$ cat src/rtl/usb_rx_pkg.sv
// Shared constants and types for the USB receive front end.
// Also holds the single-bit NRZI decode used by the deserialiser.
package usb_rx_pkg;

   localparam int   USB_STUFF_LEN = 6;
   localparam logic USB_J_LEVEL   = 1'b1;
   localparam int   USB_BYTE_W    = 8;

   // Per-strobe decision from the unstuffer: at most one field is set.
   typedef struct packed {
      logic accept;
      logic stuff;
      logic err;
   } unstuff_dec_t;

   // NRZI: no transition on the line means a 1, a transition means a 0.
   function automatic logic nrzi_decode(input logic level, input logic prev_level);
      return (level == prev_level);
   endfunction

endpackage

$ cat src/rtl/bit_unstuffer.sv
// Tracks the run of decoded 1s and decides whether each strobed bit is data,
// a correctly stuffed 0, or a bit-stuff violation.
module bit_unstuffer
   import usb_rx_pkg::*;
#(
   parameter int STUFF_LEN = USB_STUFF_LEN,
   localparam int CNT_W = $clog2(STUFF_LEN + 1)
) (
   input  logic         clk,
   input  logic         n_rst,
   input  logic         clear,
   input  logic         shift_enable,
   input  logic         bit_in,
   output unstuff_dec_t dec
);

   logic [CNT_W-1:0] ones_cnt_reg;
   logic [CNT_W-1:0] ones_cnt_next;
   logic             at_stuff;

   assign at_stuff = (ones_cnt_reg == CNT_W'(STUFF_LEN));

   always_ff @(posedge clk or negedge n_rst) begin
      if (!n_rst) begin
         ones_cnt_reg <= '0;
      end else begin
         ones_cnt_reg <= ones_cnt_next;
      end
   end

   // The run counter ignores word boundaries; only clear or a 0 restarts it.
   always_comb begin
      dec           = '0;
      ones_cnt_next = ones_cnt_reg;
      if (clear) begin
         ones_cnt_next = '0;
      end else if (shift_enable) begin
         if (at_stuff) begin
            ones_cnt_next = '0;
            dec.stuff     = ~bit_in;
            dec.err       = bit_in;
         end else if (bit_in) begin
            ones_cnt_next = ones_cnt_reg + CNT_W'(1);
            dec.accept    = 1'b1;
         end else begin
            ones_cnt_next = '0;
            dec.accept    = 1'b1;
         end
      end
   end

endmodule

$ cat src/rtl/nrzi_unstuff_deser.sv
// USB receive front end: NRZI decode, bit unstuffing and LSB-first
// word assembly with registered, single-cycle status pulses.
module nrzi_unstuff_deser
   import usb_rx_pkg::*;
#(
   parameter int   DATA_WIDTH = USB_BYTE_W,
   parameter int   STUFF_LEN  = USB_STUFF_LEN,
   parameter logic IDLE_LEVEL = USB_J_LEVEL
) (
   input  logic                  clk,
   input  logic                  n_rst,
   input  logic                  d_plus_sync,
   input  logic                  shift_enable,
   input  logic                  clear,
   output logic                  d_orig,
   output logic [DATA_WIDTH-1:0] rcv_word,
   output logic                  word_ready,
   output logic                  stuff_bit,
   output logic                  stuff_err
);

   localparam int BIT_W = $clog2(DATA_WIDTH);

   logic                  prev_level_reg, prev_level_next;
   logic                  d_orig_reg, d_orig_next;
   logic [DATA_WIDTH-1:0] shreg_reg, shreg_next;
   logic [BIT_W-1:0]      bit_cnt_reg, bit_cnt_next;
   logic [DATA_WIDTH-1:0] rcv_word_reg, rcv_word_next;
   logic                  word_ready_reg, word_ready_next;
   logic                  stuff_bit_reg, stuff_bit_next;
   logic                  stuff_err_reg, stuff_err_next;

   logic                  dec_bit;
   logic [DATA_WIDTH-1:0] shreg_shifted;
   unstuff_dec_t          dec;

   assign dec_bit = nrzi_decode(d_plus_sync, prev_level_reg);

   // New bit enters at the MSB so the first bit received ends up at bit 0.
   genvar gi;
   generate
      for (gi = 0; gi < DATA_WIDTH - 1; gi++) begin : g_shift
         assign shreg_shifted[gi] = shreg_reg[gi+1];
      end
   endgenerate
   assign shreg_shifted[DATA_WIDTH-1] = dec_bit;

   bit_unstuffer #(
      .STUFF_LEN(STUFF_LEN)
   ) u_unstuffer (
      .clk         (clk),
      .n_rst       (n_rst),
      .clear       (clear),
      .shift_enable(shift_enable),
      .bit_in      (dec_bit),
      .dec         (dec)
   );

   always_ff @(posedge clk or negedge n_rst) begin
      if (!n_rst) begin
         prev_level_reg <= IDLE_LEVEL;
         d_orig_reg     <= 1'b1;
         shreg_reg      <= '0;
         bit_cnt_reg    <= '0;
         rcv_word_reg   <= '0;
         word_ready_reg <= 1'b0;
         stuff_bit_reg  <= 1'b0;
         stuff_err_reg  <= 1'b0;
      end else begin
         prev_level_reg <= prev_level_next;
         d_orig_reg     <= d_orig_next;
         shreg_reg      <= shreg_next;
         bit_cnt_reg    <= bit_cnt_next;
         rcv_word_reg   <= rcv_word_next;
         word_ready_reg <= word_ready_next;
         stuff_bit_reg  <= stuff_bit_next;
         stuff_err_reg  <= stuff_err_next;
      end
   end

   // Stuff pulses come straight from the unstuffer, which is silent on clear.
   always_comb begin
      prev_level_next = prev_level_reg;
      d_orig_next     = d_orig_reg;
      shreg_next      = shreg_reg;
      bit_cnt_next    = bit_cnt_reg;
      rcv_word_next   = rcv_word_reg;
      word_ready_next = 1'b0;
      stuff_bit_next  = dec.stuff;
      stuff_err_next  = dec.err;
      if (clear) begin
         prev_level_next = IDLE_LEVEL;
         d_orig_next     = 1'b1;
         shreg_next      = '0;
         bit_cnt_next    = '0;
      end else if (shift_enable) begin
         prev_level_next = d_plus_sync;
         d_orig_next     = dec_bit;
         if (dec.accept) begin
            shreg_next = shreg_shifted;
            if (bit_cnt_reg == BIT_W'(DATA_WIDTH - 1)) begin
               bit_cnt_next    = '0;
               rcv_word_next   = shreg_shifted;
               word_ready_next = 1'b1;
            end else begin
               bit_cnt_next = bit_cnt_reg + BIT_W'(1);
            end
         end
      end
   end

   assign d_orig     = d_orig_reg;
   assign rcv_word   = rcv_word_reg;
   assign word_ready = word_ready_reg;
   assign stuff_bit  = stuff_bit_reg;
   assign stuff_err  = stuff_err_reg;

endmodule

$ cat config.mk
export PLATFORM = sky130hd
export DESIGN_NAME = nrzi_unstuff_deser
export DESIGN_NICKNAME = d
export VERILOG_FILES = /design/src/rtl/usb_rx_pkg.sv /design/src/rtl/bit_unstuffer.sv /design/src/rtl/nrzi_unstuff_deser.sv
export SDC_FILE = /design/constraint.sdc
export NUM_CORES = 1
export LEC_CHECK = 0
export BUFFER_PORTS_ARGS = -buffer_cell sky130_fd_sc_hd__buf_2
export CORE_AREA = 8 8 54 56
export CTS_CLUSTER_SIZE = 25
export DETAILED_ROUTE_END_ITERATION = 8
export DIE_AREA = 0 0 62 64
export PLACE_DENSITY = 0.75
export SYNTH_ARGS = -nofsm -noshare
export SYNTH_HDL_FRONTEND = slang
export SYNTH_SLANG_ARGS = --single-unit
$ cat constraint.sdc
create_clock -name clk -period 1.7 [get_ports clk]
set_input_delay 0.085 -clock clk [delete_from_list [all_inputs] [get_ports clk]]
set_output_delay 0.085 -clock clk [all_outputs]
set_load 0.005 [all_outputs]
**Word level (Yosys, flattened, before mapping)**

Cells that the tools add are included.

- Register bits: 27
- Word-level logic and storage cells: 43

- Equal/unequal tests: 3
- Reduce and logical (&&, ||, !) cells: 4
- Mux-type cells: 23
- $add $sub $neg: 2
- Bitwise gates (word level): 2

Operators with widths:

| kind | number |
|---|---|
| $mux W3 | 10 |
| $mux W8 | 3 |
| $mux W1 | 9 |
| $add A3 B1 Y3 const B | 2 |
| $eq A3 B3 Y1 const B | 2 |
| $reduce_and A4 Y1 | 1 |
| $reduce_bool A2 Y1 | 2 |
| $mux W2 | 1 |
| $not A1 Y1 | 2 |
| $reduce_and A2 Y1 | 1 |
| $eq A1 B1 Y1 | 1 |

**Longest topological paths before layout**

Gate-level depths: netlist of the first run.

- Word-level depth: 8
- Depth in mapped cells: 6
- Depth with buffers taken out: 6

**Hierarchy**

Synthesis of the first run repeated with hierarchy kept, for this count alone.

- Cells, all modules: 99
- Area total of the unflattened synthesis: 1222.4 um^2

Modules (own cells, without submodules):

| module | cells each | area an instance (um^2) | instances |
|---|---|---|---|
| nrzi_unstuff_deser | 77 | 1021.0 | 1 |
| bit_unstuffer | 22 | 201.4 | 1 |

**Worst setup path before layout of the first run**

No wires, ideal clock.

- Path kind: register to register
- From: register u_unstuffer.ones_cnt_reg[0]
- To: register rcv_word_reg[6] (netlist: rcv_word[6])
- Data required time: 1575 ps
- Path slack: 308 ps
- Clock period less this slack: 1392 ps
- Data arrival time: 1268 ps
- Stages on the path, launching flop included: 7
- Cell sequence: dfrtp_1 inv_1 ha_1 nand2_1 nand3_4 inv_2 mux2_2

- Longest elaborated chain between the ends: 5

RTL lines:

| element | line | text |
|---|---|---|
| start, declared | bit_unstuffer.sv:17 | `logic [CNT_W-1:0] ones_cnt_reg;` |
| start signal, assigned | bit_unstuffer.sv:27 | `ones_cnt_reg <= ones_cnt_next;` |
| $eq A3 B3 Y1 | bit_unstuffer.sv:21 | `assign at_stuff = (ones_cnt_reg == CNT_W'(STUFF_LEN));` |
| $mux W1 | bit_unstuffer.sv:38 | `if (at_stuff) begin` |
| $mux W3 | bit_unstuffer.sv:37 | `end else if (shift_enable) begin` |
| $mux W3 | bit_unstuffer.sv:35 | `if (clear) begin` |
| $reduce_and A4 Y1 (no line) | n/a |  |
| end signal, assigned | nrzi_unstuff_deser.sv:74 | `rcv_word_reg <= rcv_word_next;` |
| end, declared | nrzi_unstuff_deser.sv:28 | `logic [DATA_WIDTH-1:0] rcv_word_reg, rcv_word_next;` |

No other way between the ends.
A chain may end at the register's enable or synchronous reset.

**Worst setup path in the final report of the first run**

Same ends and word-level chain as after synthesis.

==> reports/qor.log, run 1 <==
qor: floorplan.die_y 64 um
qor: sta.worst_slack 170 ps
qor: floorplan.i_o_pins 17
qor: power.p_leak 0.652 nW
qor: clock_network.cts_inserted_buffers 3
qor: critical_path.required 1920 ps
qor: place.place_congestion 0.769
qor: logic_synthesis.synthCells 75
qor: drt.remaining_drc_errors 0
qor: grt.gr-usage-met2 15.1%
qor: cells_and_area.n_fill_cell 176
qor: cells_and_area.antenna_cells_inserted 0
qor: drt.routed_via_density 5.40
qor: drt.vias 670
qor: logic_synthesis.synth_top_area_share 56.4%
qor: clock_network.tritoncts yes
qor: sta.worst-slew-pin-transition 565 ps
qor: cells_and_area.final_net_count 106
qor: power.sequentialPowerShare 57.0%
qor: grt.grt_util_all_layers 10.2%
qor: logic_synthesis.postSynthNetCount 84
qor: sta.max_freq 0.653 GHz
qor: run.max_cap_violations 0
qor: sta.rsz0062_at_grt no
qor: place.dp_worst_slack 188 ps
qor: critical_path.crit_path_start_kind flop
qor: critical_path.setup.reg_to_reg.worst_slack 170 ps
qor: logic_synthesis.async_reset_ff_share 100%
qor: power.combPwrFrac 6.4%
qor: floorplan.dieArea 3970 um^2
qor: clock_network.clockBufferDepth 2
qor: sta.final_max_slew_viol_count 0
qor: critical_path.timing.setup.critical_path_class reg -> reg
qor: sta.max_slew_margin 62.3%
qor: power.internal_power 0.902 mW
qor: logic_synthesis.synthDistinctLibCells 23
qor: clock_network.clk_root_buffer_cell clkbuf_4
qor: drt.detail_route.first_pass.iterations 4
qor: sta.finalWorstPathRequiredPeriod 1530 ps
qor: logic_synthesis.synth_edf_count 0
qor: place.dp_hpwl 1.36 mm
qor: sta.finClkSkew 1.66 ps
qor: logic_synthesis.synth_area_leader_cell dfrtp_1
qor: sta.hold-worst-slack 23.3 ps
qor: drt.drt-wirelength-per-cell 14.8 um
qor: grt.initial_antenna_violation_count 0
qor: grt.grt_start_max_net_pins 27
qor: logic_synthesis.ys_seq_area_share 61.3%
qor: power.power_switching_share 20.3%
qor: clock_network.cts_setup_buffers 0
qor: grt.globalRoute.totalOverflow 0
qor: power.vdd_ir_drop_max 0.501 mV
qor: power.power_per_cell_area 913 nW/um^2
qor: cells_and_area.leading_cell_type_in_the_layout_fill_and_taps_excluded dfrtp_1
qor: sta.setup_total_negative_slack 0 ps
qor: grt.top_usage_layer met2
qor: cells_and_area.layout.cells.most_common_list 24 x dfrtp_1, 16 x buf_2, 9 x a22o_1
qor: min_path.class_of_the_tightest_hold_or_removal_check in -> reg
qor: power.net-switching-power 0.230 mW
qor: grt.global_routing_met3_resource_utilization 2.40%
qor: cells_and_area.largest_reg_flops 8
qor: clock_network.htreeDepth 1
qor: sta.period_share 90.0%
qor: critical_path.startpoint u_unstuffer.ones_cnt_reg[0]
qor: sta.finalSetupViolations 0
qor: min_path.hp-start clear
qor: grt.grt_pass1_vias 690
qor: power.share_clk_of_total_power 36.6%
qor: floorplan.initial_utilization 50.6%
qor: critical_path.worstRegToRegCells 6
qor: critical_path.path_max_fanout 7
qor: logic_synthesis.synth_ff_type dfrtp_1
qor: min_path.worstHoldPathCells 2
qor: critical_path.rr_startpoint u_unstuffer.ones_cnt_reg[0]
qor: critical_path.critPathCaptureType flop
qor: power.total_power 1.13 mW
qor: grt.use_met1 13.9%
qor: logic_synthesis.yosys_warnings 0
qor: drt.drt_iter0_markers 12
qor: status.run_status finished clean
qor: floorplan.dieWidth 62 um
qor: floorplan.row_count 17
qor: floorplan.core 2110 um^2
qor: place.io_buffer_count 16
qor: clock_network.clk_pin_slew 130 ps
qor: cells_and_area.syn2layout_area_growth 16.6%
qor: clock_network.clk_latency_worst_skew_pair 310 ps
qor: clock_network.cts_sinks 26
qor: logic_synthesis.syn_area_per_cell 14.2 um^2
qor: drt.finalWirelength 1.83 mm
qor: sta.hold_viol_final 0
qor: logic_synthesis.netlist_top_cells_area dfrtp_1 56%, mux2_2 8.5%, a22o_1 7.4%
qor: cells_and_area.post_route_cells_drive_above_1_share 35.4%
qor: grt.wire_length_of_the_first_global_routing_pass 3.14 mm
qor: logic_synthesis.ys_seq_elements 26
qor: critical_path.cp_data_arrival_time 1750 ps
qor: drt.route.antenna.remaining_nets 0
qor: logic_synthesis.post_synth_instance_area 1060 um^2
## stage by stage
step / cells / util (%) / area [um^2]
floorplan: 75 / - / 1060
global placement: 118 / 55.5 / 1170
detailed placement: 118 / 55.5 / 1170
CTS: 124 / 58.9 / 1240
global route: 124 / 58.9 / 1240
finish: 124 / 58.9 / 1240
## Yosys cell counts (2+ instances only)
library cell   n
dfrtp_1       24
a22o_1         9
mux2_2         8
ha_1           4
nand2_1        4
nor2_1         3
o21ai_0        3
a211o_1        2
and2b_1        2
dfstp_2        2
xnor2_1        2
## what timing repair did
action / CTS / global route
hold buffers: 2 / 0
gates resized for setup: 0 / 0
hold endpoints to repair: 25 / 0
## routing by layer
metal,part of all wire (%),wire length (um)
met5,0,0
met3,6.9,127
met4,0.76,14
met2,45,822
met1,47,866
## power groups by stage
stage          Clock [mW]  Combinational [mW]  Sequential [mW]
5_1_grt             0.443              0.0828            0.648
6_report            0.414              0.0727            0.646
2_1_floorplan           0              0.0412            0.655
3_5_place_dp            0              0.0712            0.657
3_3_place_gp            0              0.0672            0.656
4_1_cts             0.424              0.0752            0.646
## cell families (layout without fill, tap and decap cells)
kind of cell             after synthesis  count (layout)  share of synthesized area, %
multiplexers                           9               9                          9.40
buffers and inverters                  3              24                          1.76
AND/OR/NAND/NOR                       16              16                          9.99
adder cells (fa/ha/maj)                4               4                          4.70
AO/OA/AOI/OAI                         15              15                          11.2
flip-flops                            26              26                          61.3
XOR/XNOR                               2               2                          1.65
## final timing paths
path	end
min	shreg_reg[7]
max in group asynchronous	rcv_word[3]
max	rcv_word[6]
max reg2reg	rcv_word[6]
min in group asynchronous	stuff_err
min reg2reg	rcv_word[2]
## worst max-delay path, stage by stage (launching register included)
cell and delay, ps:
dfrtp_1 410, inv_1 60, ha_1 210, nand2_1 160
nand3_4 150, inv_2 100, mux2_2 330
## layout make-up
cell class	instances	area [um^2]	share of cell area (%)
Inverter	2	7.51	0.605
Timing Repair Buffer	18	100	8.06
Clock inverter	1	30.0	2.42
Sequential cell	26	653	52.6
Clock buffer	3	22.5	1.81
Multi-Input combinational cell	46	393	31.7
Tap cell	28	35.0	2.82
No activity file was read; power rests on OpenSTA's default activity.
==> run 2: changes to the inputs <==
Settings changed: ABC_AREA set to 1, CORE_AREA 8 8 54 56 to 8 8 56 58, DIE_AREA 0 0 62 64 to 0 0 64 66, PLACE_DENSITY 0.75 to 0.74.
==> run 2 against run 1 <==
Against the previous run:
- synthesized area grew 9.5%
- wire length is 21% higher
- sequential power down 0.6%
- via count rose by 33%
- synthesized cell count is 72% higher
- first-iteration DRC count grew to 3.0 times the previous value
- highest routed layer unchanged
- non-clock buffer count up 1
- largest cell class unchanged
- power fell by 9.2%
==> reports/qor.log, run 2 <==
qor: cells_and_area.layout.cells.most_common_list 52 x nand2_1, 24 x dfrtp_1, 16 x buf_2
qor: critical_path.cp_data_arrival_time 1580 ps [-170 ps]
qor: logic_synthesis.synth_top_family_by_area simple AND/OR/NAND/NOR gates
qor: critical_path.path_max_fanout 10 [+3]
qor: clock_network.cts_inserted_buffers 3 [unchanged]
qor: logic_synthesis.yosys_warnings 0 [unchanged]
qor: logic_synthesis.postSynthNetCount 138 [+64%]
qor: critical_path.timing.setup.critical_path_class reg -> reg
qor: clock_network.clk_pin_slew 140 ps [about the same]
qor: logic_synthesis.post_synth_instance_area 1170 um^2 [+9.5%]
qor: grt.grt_pass1_vias 885 [+28%]
qor: critical_path.required 1920 ps [about the same]
qor: logic_synthesis.synth.mux.area_fraction 0% [-9.4 points]
qor: status.run_status finished clean
qor: floorplan.row_count 18 [+1]
qor: place.io_buffer_count 16 [unchanged]
qor: sta.worst-slew-pin-transition 562 ps [-2.50 ps]
qor: power.p_leak 0.780 nW [+20%]
qor: floorplan.dieWidth 64 um [+3.2%]
qor: logic_synthesis.synth_xor_xnor_area_share 0% [-1.6 points]
qor: critical_path.worstPathBufferInverterCount 0 [-2]
qor: sta.rsz0062_at_grt no
qor: cells_and_area.post_route_cells_drive_above_1_share 20.3% [-15 points]
qor: clock_network.htreeDepth 1 [unchanged]
qor: sta.finClkSkew 3.30 ps [+1.64 ps]
qor: cells_and_area.final_net_count 158 [+49%]
qor: place.dp_hpwl 1.62 mm [+19%]
qor: sta.finalWorstPathRequiredPeriod 1360 ps [-174 ps]
qor: drt.finalWirelength 2.21 mm [+21%]
qor: sta.max_freq 0.738 GHz [+13%]
qor: sta.setup_total_negative_slack 0 ps [unchanged]
qor: power.vdd_ir_drop_max 0.480 mV [-4.1%]
qor: cells_and_area.largest_reg_flops 8 [unchanged]
qor: cells_and_area.leading_cell_type_in_the_layout_fill_and_taps_excluded nand2_1
qor: logic_synthesis.ys_seq_elements 26 [unchanged]
qor: grt.globalRoute.totalOverflow 0 [unchanged]
qor: logic_synthesis.syn_area_per_cell 9.04 um^2 [-36%]
qor: clock_network.cts_setup_buffers 0 [unchanged]
qor: logic_synthesis.yosys-top-cells-count 52 x nand2_1, 24 x dfrtp_1, 14 x nand3_1
qor: critical_path.path_delay_family adder cells
qor: drt.remaining_drc_errors 0 [unchanged]
qor: clock_network.cts_sinks 26 [unchanged]
qor: place.detailed_place.area 1270 um^2 [+8.7%]
qor: logic_synthesis.async_reset_ff_share 100% [unchanged]
qor: critical_path.critical_path.cell_chain ha_1 > ha_1 > nand3_4 > nand2_1 > nand2_1
qor: logic_synthesis.netlist_top_cells_area dfrtp_1 52%, nand2_1 17%, nand3_1 6.0%
qor: clock_network.clk_root_buffer_cell clkbuf_4
qor: drt.routed_via_density 5.01 [-7.4%]
qor: grt.grt_util_all_layers 11.9% [+1.7 points]
qor: critical_path.crit_path_max_incr_delay 400 ps [about the same]
qor: min_path.class_of_the_tightest_hold_or_removal_check in -> reg
qor: clock_network.post_cts.resized_instances 0 [unchanged]
qor: clock_network.clockBufferDepth 2 [unchanged]
qor: critical_path.critical-path-slowest-cell dfrtp_1
qor: logic_synthesis.synthCells 129 [+72%]
qor: logic_synthesis.post_synth_and_or_nand_nor_area_fraction 32.9% [+23 points]
qor: power.power_per_cell_area 782 nW/um^2 [-14%]
qor: critical_path.crit_path_start_kind flop
qor: logic_synthesis.synth_compound_area_share 1.07% [-10 points]
qor: sta.max_slew_margin 62.5% [+0.17 points]
qor: power.total_power 1.03 mW [-9.2%]
qor: critical_path.critPathCaptureType flop
qor: grt.grt_start_max_net_pins 27 [unchanged]
qor: floorplan.core 2320 um^2 [+10%]
qor: cells_and_area.antenna_cells_inserted 0 [unchanged]
qor: floorplan.i_o_pins 17 [unchanged]
qor: place.place_congestion 0.757 [-1.6%]
qor: logic_synthesis.synth_edf_count 0 [unchanged]
qor: clock_network.clk_latency_worst_skew_pair 310 ps [about the same]
qor: floorplan.die_y 66 um [+3.1%]
qor: clock_network.tritoncts yes
qor: cells_and_area.syn2layout_area_growth 12.9%
qor: grt.wire_length_of_the_first_global_routing_pass 4.01 mm [+28%]
qor: grt.initial_antenna_violation_count 0 [unchanged]
qor: drt.route.antenna.remaining_nets 0 [unchanged]
qor: logic_synthesis.ys_seq_area_share 56.0% [-5.3 points]
qor: logic_synthesis.synth_ff_type dfrtp_1
qor: logic_synthesis.synthMostInstantiatedCell nand2_1
qor: drt.drt_iter0_markers 36 [+24]
qor: floorplan.dieArea 4220 um^2 [+6.5%]
qor: logic_synthesis.synthDistinctLibCells 18 [-22%]
qor: sta.hold_viol_final 0 [unchanged]
qor: drt.drt-wirelength-per-cell 12.4 um [-16%]
qor: logic_synthesis.synth_area_leader_cell dfrtp_1
qor: sta.hold-worst-slack 17.6 ps [-5.71 ps]
qor: run.max_cap_violations 0 [unchanged]
qor: logic_synthesis.adder_cell_share_of_the_synthesized_area 4.29% [-0.41 points]
qor: cells_and_area.post-route-cell-area 1320 um^2 [+6.0%]
qor: drt.vias 891 [+33%]
qor: sta.final_max_slew_viol_count 0 [unchanged]
qor: sta.finalSetupViolations 0 [unchanged]
qor: logic_synthesis.synth_top_area_share 51.5% [-4.9 points]
qor: cells_and_area.n_fill_cell 193 [+9.7%]
qor: sta.period_share 79.8% [-10 points]
qor: floorplan.initial_utilization 50.3% [-0.29 points]
qor: drt.detail_route.first_pass.iterations 4 [unchanged]
qor: clock_network.cts.hold.buffers_added 1 [-1]
[run 2: cell families after synthesis]
logic type,after synthesis
buf+inv,14
flops,26
compound gates,2
fa+ha+maj,4
simple gates,83
[run 2: worst paths after layout]
kind | from | endpoint | slack (ps) | depth (start not counted)
max in group asynchronous | n_rst | d_orig | 1050 | 2
max reg2reg | bit_cnt_reg[0] | rcv_word[5] | 340 | 5
min in group asynchronous | n_rst | rcv_word[6] | 280 | 2
max | bit_cnt_reg[0] | rcv_word[5] | 340 | 5
min | d_plus_sync | prev_level_reg | 20 | 3
min reg2reg | rcv_word[6] | rcv_word[6] | 490 | 2
[run 2: where the power goes]
group	switching, mW	leakage (nW)	internal, mW
sequential	0.00948	0.354	0.633
combinational	0.0553	0.405	0.0232
clock	0.177	0.0210	0.131
[run 2: area by class of cell]
class                   count  area [um^2]  area share, %
repair buffers             19          105           7.98
flip-flops and latches     26          653           49.6
clock buffers               4         36.3           2.76
multi-input cells          89          447           33.9
well taps                  30         37.5           2.85
inverters                  10         37.5           2.85
[run 2: per-layer routing]
| layer | part of all wire (%) | GRT usage [%] |
|---|---|---|
| met3 | 7.1 | 3.73 |
| met4 | 2.1 | 6.96 |
| met1 | 44 | 13.2 |
| met5 | 0 | 0 |
| met2 | 47 | 19.7 |
[run 2: through the flow]
stage | std cells | worst slack [ps] | util (%)
finish | 178 | 344 | 56.7
global route | 178 | 206 | 56.7
global placement | 173 | 436 | 54.7
floorplan | 129 | 472 | -
detailed placement | 173 | 364 | 54.7
CTS | 178 | 313 | 56.7
[run 2: tightest hold or removal path, delay by kind of cell]
kind                   cells  cell delay, ps
AO/OA/AOI/OAI              1              70
buffers and inverters      2             190
==> run 3: changes to the inputs <==
Settings changed: CORE_AREA 8 8 56 58 to 8 8 58 60, DIE_AREA 0 0 64 66 to 0 0 66 68, PLACE_DENSITY 0.74 to 0.72.
Clock period 1.7 ns to 1.2 ns, I/O delays scaled along.
==> run 3 against run 2 <==
Against the previous run:
- core utilization grew 3.4 points
- cell count up 7.3%
- register-to-register slack got worse by 350 ps
- first-iteration DRC count increased by 67%
- sequential cell count unchanged
- fmax rose by 12%
- global-route usage is 0.34 points lower
- setup slack lost 350 ps
- sequential share of layout area shrank 7.3 points
- the flow now finishes with violations (negative setup slack)
- wire length grew 12%
- die area up 6.3%
==> reports/qor.log, run 3 (synthesized netlist as in run 2, its figures left out) <==
qor: min_path.class_of_the_tightest_hold_or_removal_check in -> reg
qor: clock_network.cts_sinks 26 [unchanged]
qor: cells_and_area.post_route_cells_drive_above_1_share 37.5% [+17 points]
qor: critical_path.worstRegToRegCells 5 [unchanged]
qor: sta.finalSetupViolations 2 [+2]
qor: cells_and_area.syn2layout_area_growth 32.4%
qor: clock_network.clockBufferDepth 2 [unchanged]
qor: status.failed_checks negative setup slack
qor: status.run_status finished with violations
qor: run.max_cap_violations 0 [unchanged]
qor: clock_network.clk_pin_slew 130 ps [about the same]
qor: drt.drt-wirelength-per-cell 13.0 um [+4.8%]
qor: floorplan.die_y 68 um [+3.0%]
qor: critical_path.critical_path.cell_chain inv_1 > nand2_1 > nand2_1 > nand3_2 > nand2_1
qor: sta.max_freq 0.827 GHz [+12%]
qor: cells_and_area.post-route-cell-area 1540 um^2 [+17%]
qor: floorplan.initial_utilization 45.4% [-4.9 points]
qor: floorplan.dieWidth 66 um [+3.1%]
qor: drt.route.antenna.remaining_nets 0 [unchanged]
qor: drt.vias 985 [+11%]
qor: sta.rsz0062_at_grt yes
qor: place.io_buffer_count 16 [unchanged]
qor: grt.wire_length_of_the_first_global_routing_pass 4.10 mm [+2.2%]
qor: cells_and_area.layout.cells.non_filler 191 [+7.3%]
qor: critical_path.cp_common_cell nand2_1
qor: drt.met3_length 118 um [-25%]
qor: cells_and_area.layout.cells.most_common_list 43 x nand2_1, 24 x dfrtp_1, 16 x buf_2
qor: drt.drt-met1-wl 1.03 mm [+6.4%]
qor: drt.finalWirelength 2.49 mm [+12%]
qor: sta.period_share 101% [+21 points]
qor: cells_and_area.post-route-util 60.1% [+3.4 points]
qor: clock_network.cts_inserted_buffers 3 [unchanged]
qor: place.place_congestion 0.762 [+0.73%]
qor: critical_path.crit_path_max_incr_delay 570 ps [+170 ps]
qor: floorplan.i_o_pins 17 [unchanged]
qor: floorplan.core 2570 um^2 [+11%]
qor: clock_network.clk_root_buffer_cell clkbuf_4
qor: clock_network.clk_latency_worst_skew_pair 310 ps [about the same]
qor: drt.route.met2.wl 1.30 mm [+25%]
qor: clock_network.htreeDepth 1 [unchanged]
qor: drt.routed_via_density 5.16 [+3.0%]
qor: power.vdd_ir_drop_max 0.537 mV [+12%]
qor: drt.top_layer met4
qor: drt.detail_route.first_pass.iterations 4 [unchanged]
qor: critical_path.timing.setup.critical_path_class reg -> reg
qor: power.total_power 1.46 mW [+42%]
qor: min_path.worstHoldPathCells 3 [unchanged]
qor: cells_and_area.n_fill_cell 194 [+0.52%]
qor: place.placed_cells_incl_taps 180 [+4.0%]
qor: grt.grt_start_max_net_pins 27 [unchanged]
qor: sta.final_max_slew_viol_count 0 [unchanged]
qor: grt.initial_antenna_violation_count 0 [unchanged]
qor: sta.max_slew_margin 62.0% [-0.50 points]
qor: floorplan.row_count 19 [+1]
qor: place.dp_hpwl 1.68 mm [+3.7%]
qor: drt.drt_iter0_markers 60 [+67%]
qor: sta.worst_slack -9.24 ps [-353 ps]
qor: grt.grt_pass1_vias 942 [+6.4%]
qor: power.p_leak 0.877 nW [+12%]
qor: critical_path.cp_data_arrival_time 1430 ps [-150 ps]
qor: critical_path.critical-path-slowest-cell dfstp_2
qor: cells_and_area.antenna_cells_inserted 0 [unchanged]
qor: critical_path.critPathCaptureType flop
qor: cells_and_area.leading_cell_type_in_the_layout_fill_and_taps_excluded nand2_1
qor: clock_network.tritoncts yes
qor: sta.finClkSkew 3.32 ps [+0.0197 ps]
qor: sta.worst-slew-pin-transition 570 ps [+7.47 ps]
qor: critical_path.required 1420 ps [-500 ps]
qor: cells_and_area.final_net_count 170 [+7.6%]
qor: cells_and_area.largest_reg_flops 8 [unchanged]
qor: grt.grt_util_all_layers 11.5% [-0.34 points]
qor: floorplan.dieArea 4490 um^2 [+6.3%]
qor: sta.finalWorstPathRequiredPeriod 1210 ps [-147 ps]
qor: power.power_per_cell_area 943 nW/um^2 [+21%]
qor: critical_path.crit_path_start_kind flop
qor: critical_path.path_max_fanout 6 [-4]
qor: place.detailed_place.area 1330 um^2 [+4.8%]
qor: grt.globalRoute.totalOverflow 0 [unchanged]
qor: sta.hold_viol_final 0 [unchanged]
qor: drt.remaining_drc_errors 0 [unchanged]
[run 3: changes by cell type in the layout (fill, tap and decap cells not counted), sizes merged]
| cell | delta |
|---|---|
| clkbuf | +1 |
| buf | +10 |
| nand3 | +1 |
[run 3: worst paths after layout]
kind,from,end,slack [ps]
worst min register to register,rcv_word[7],rcv_word[7],490
worst max-delay path,prev_level_reg,u_unstuffer.ones_cnt_reg[2],-9
worst max register to register,prev_level_reg,u_unstuffer.ones_cnt_reg[2],-9
worst min-delay path,d_plus_sync,prev_level_reg,30
max in group asynchronous,n_rst,prev_level_reg,570
min in group asynchronous,n_rst,shreg_reg[4],250
[run 3: worst max-delay path: cells and delay by family (launching register included)]
kind	cells	cell delay [ps]
buf+inv	1	60
flops	1	570
simple gates	4	480
[run 3: through the flow]
step	worst slack, ps	hold WS (ps)	setup TNS [ps]
floorplan	23.3	-236	0
global placement	-38.7	78.5	-578
detailed placement	-95.9	85.1	-1310
CTS	-29.1	11.5	-126
global route	-85.9	18.8	-1050
finish	-9.24	27.5	-16.3
[run 3: final cells by class]
cell class | instances | area [um^2] | area share [%]
Multi-Input combinational cell | 90 | 552 | 35.7
Sequential cell | 26 | 653 | 42.3
Inverter | 10 | 40.0 | 2.59
Timing Repair Buffer | 30 | 234 | 15.2
Tap cell | 31 | 38.8 | 2.51
Clock buffer | 4 | 26.3 | 1.70
[run 3: metal layers]
layer	track usage, %	vias up
met5	0	-
met4	6.67	0
met3	1.15	4
met2	21.1	28
met1	12.9	473
li1	-	480
[run 3: repair_timing]
item | 4_1_cts | 5_1_grt
hold buffers | 1 | 0
gates resized for setup | 13 | 15
endpoints found under the hold margin | 24 | 0
buffers inserted | 3 | 1
endpoints found under the setup margin | 22 | 23
pin swaps | 4 | 8
cloned | 1 | 1
[run 3: where the power goes]
group | internal (mW) | switching [mW]
Sequential | 0.896 | 0.0144
Combinational | 0.0684 | 0.104
Clock | 0.130 | 0.243
Total | 1.09 | 0.361
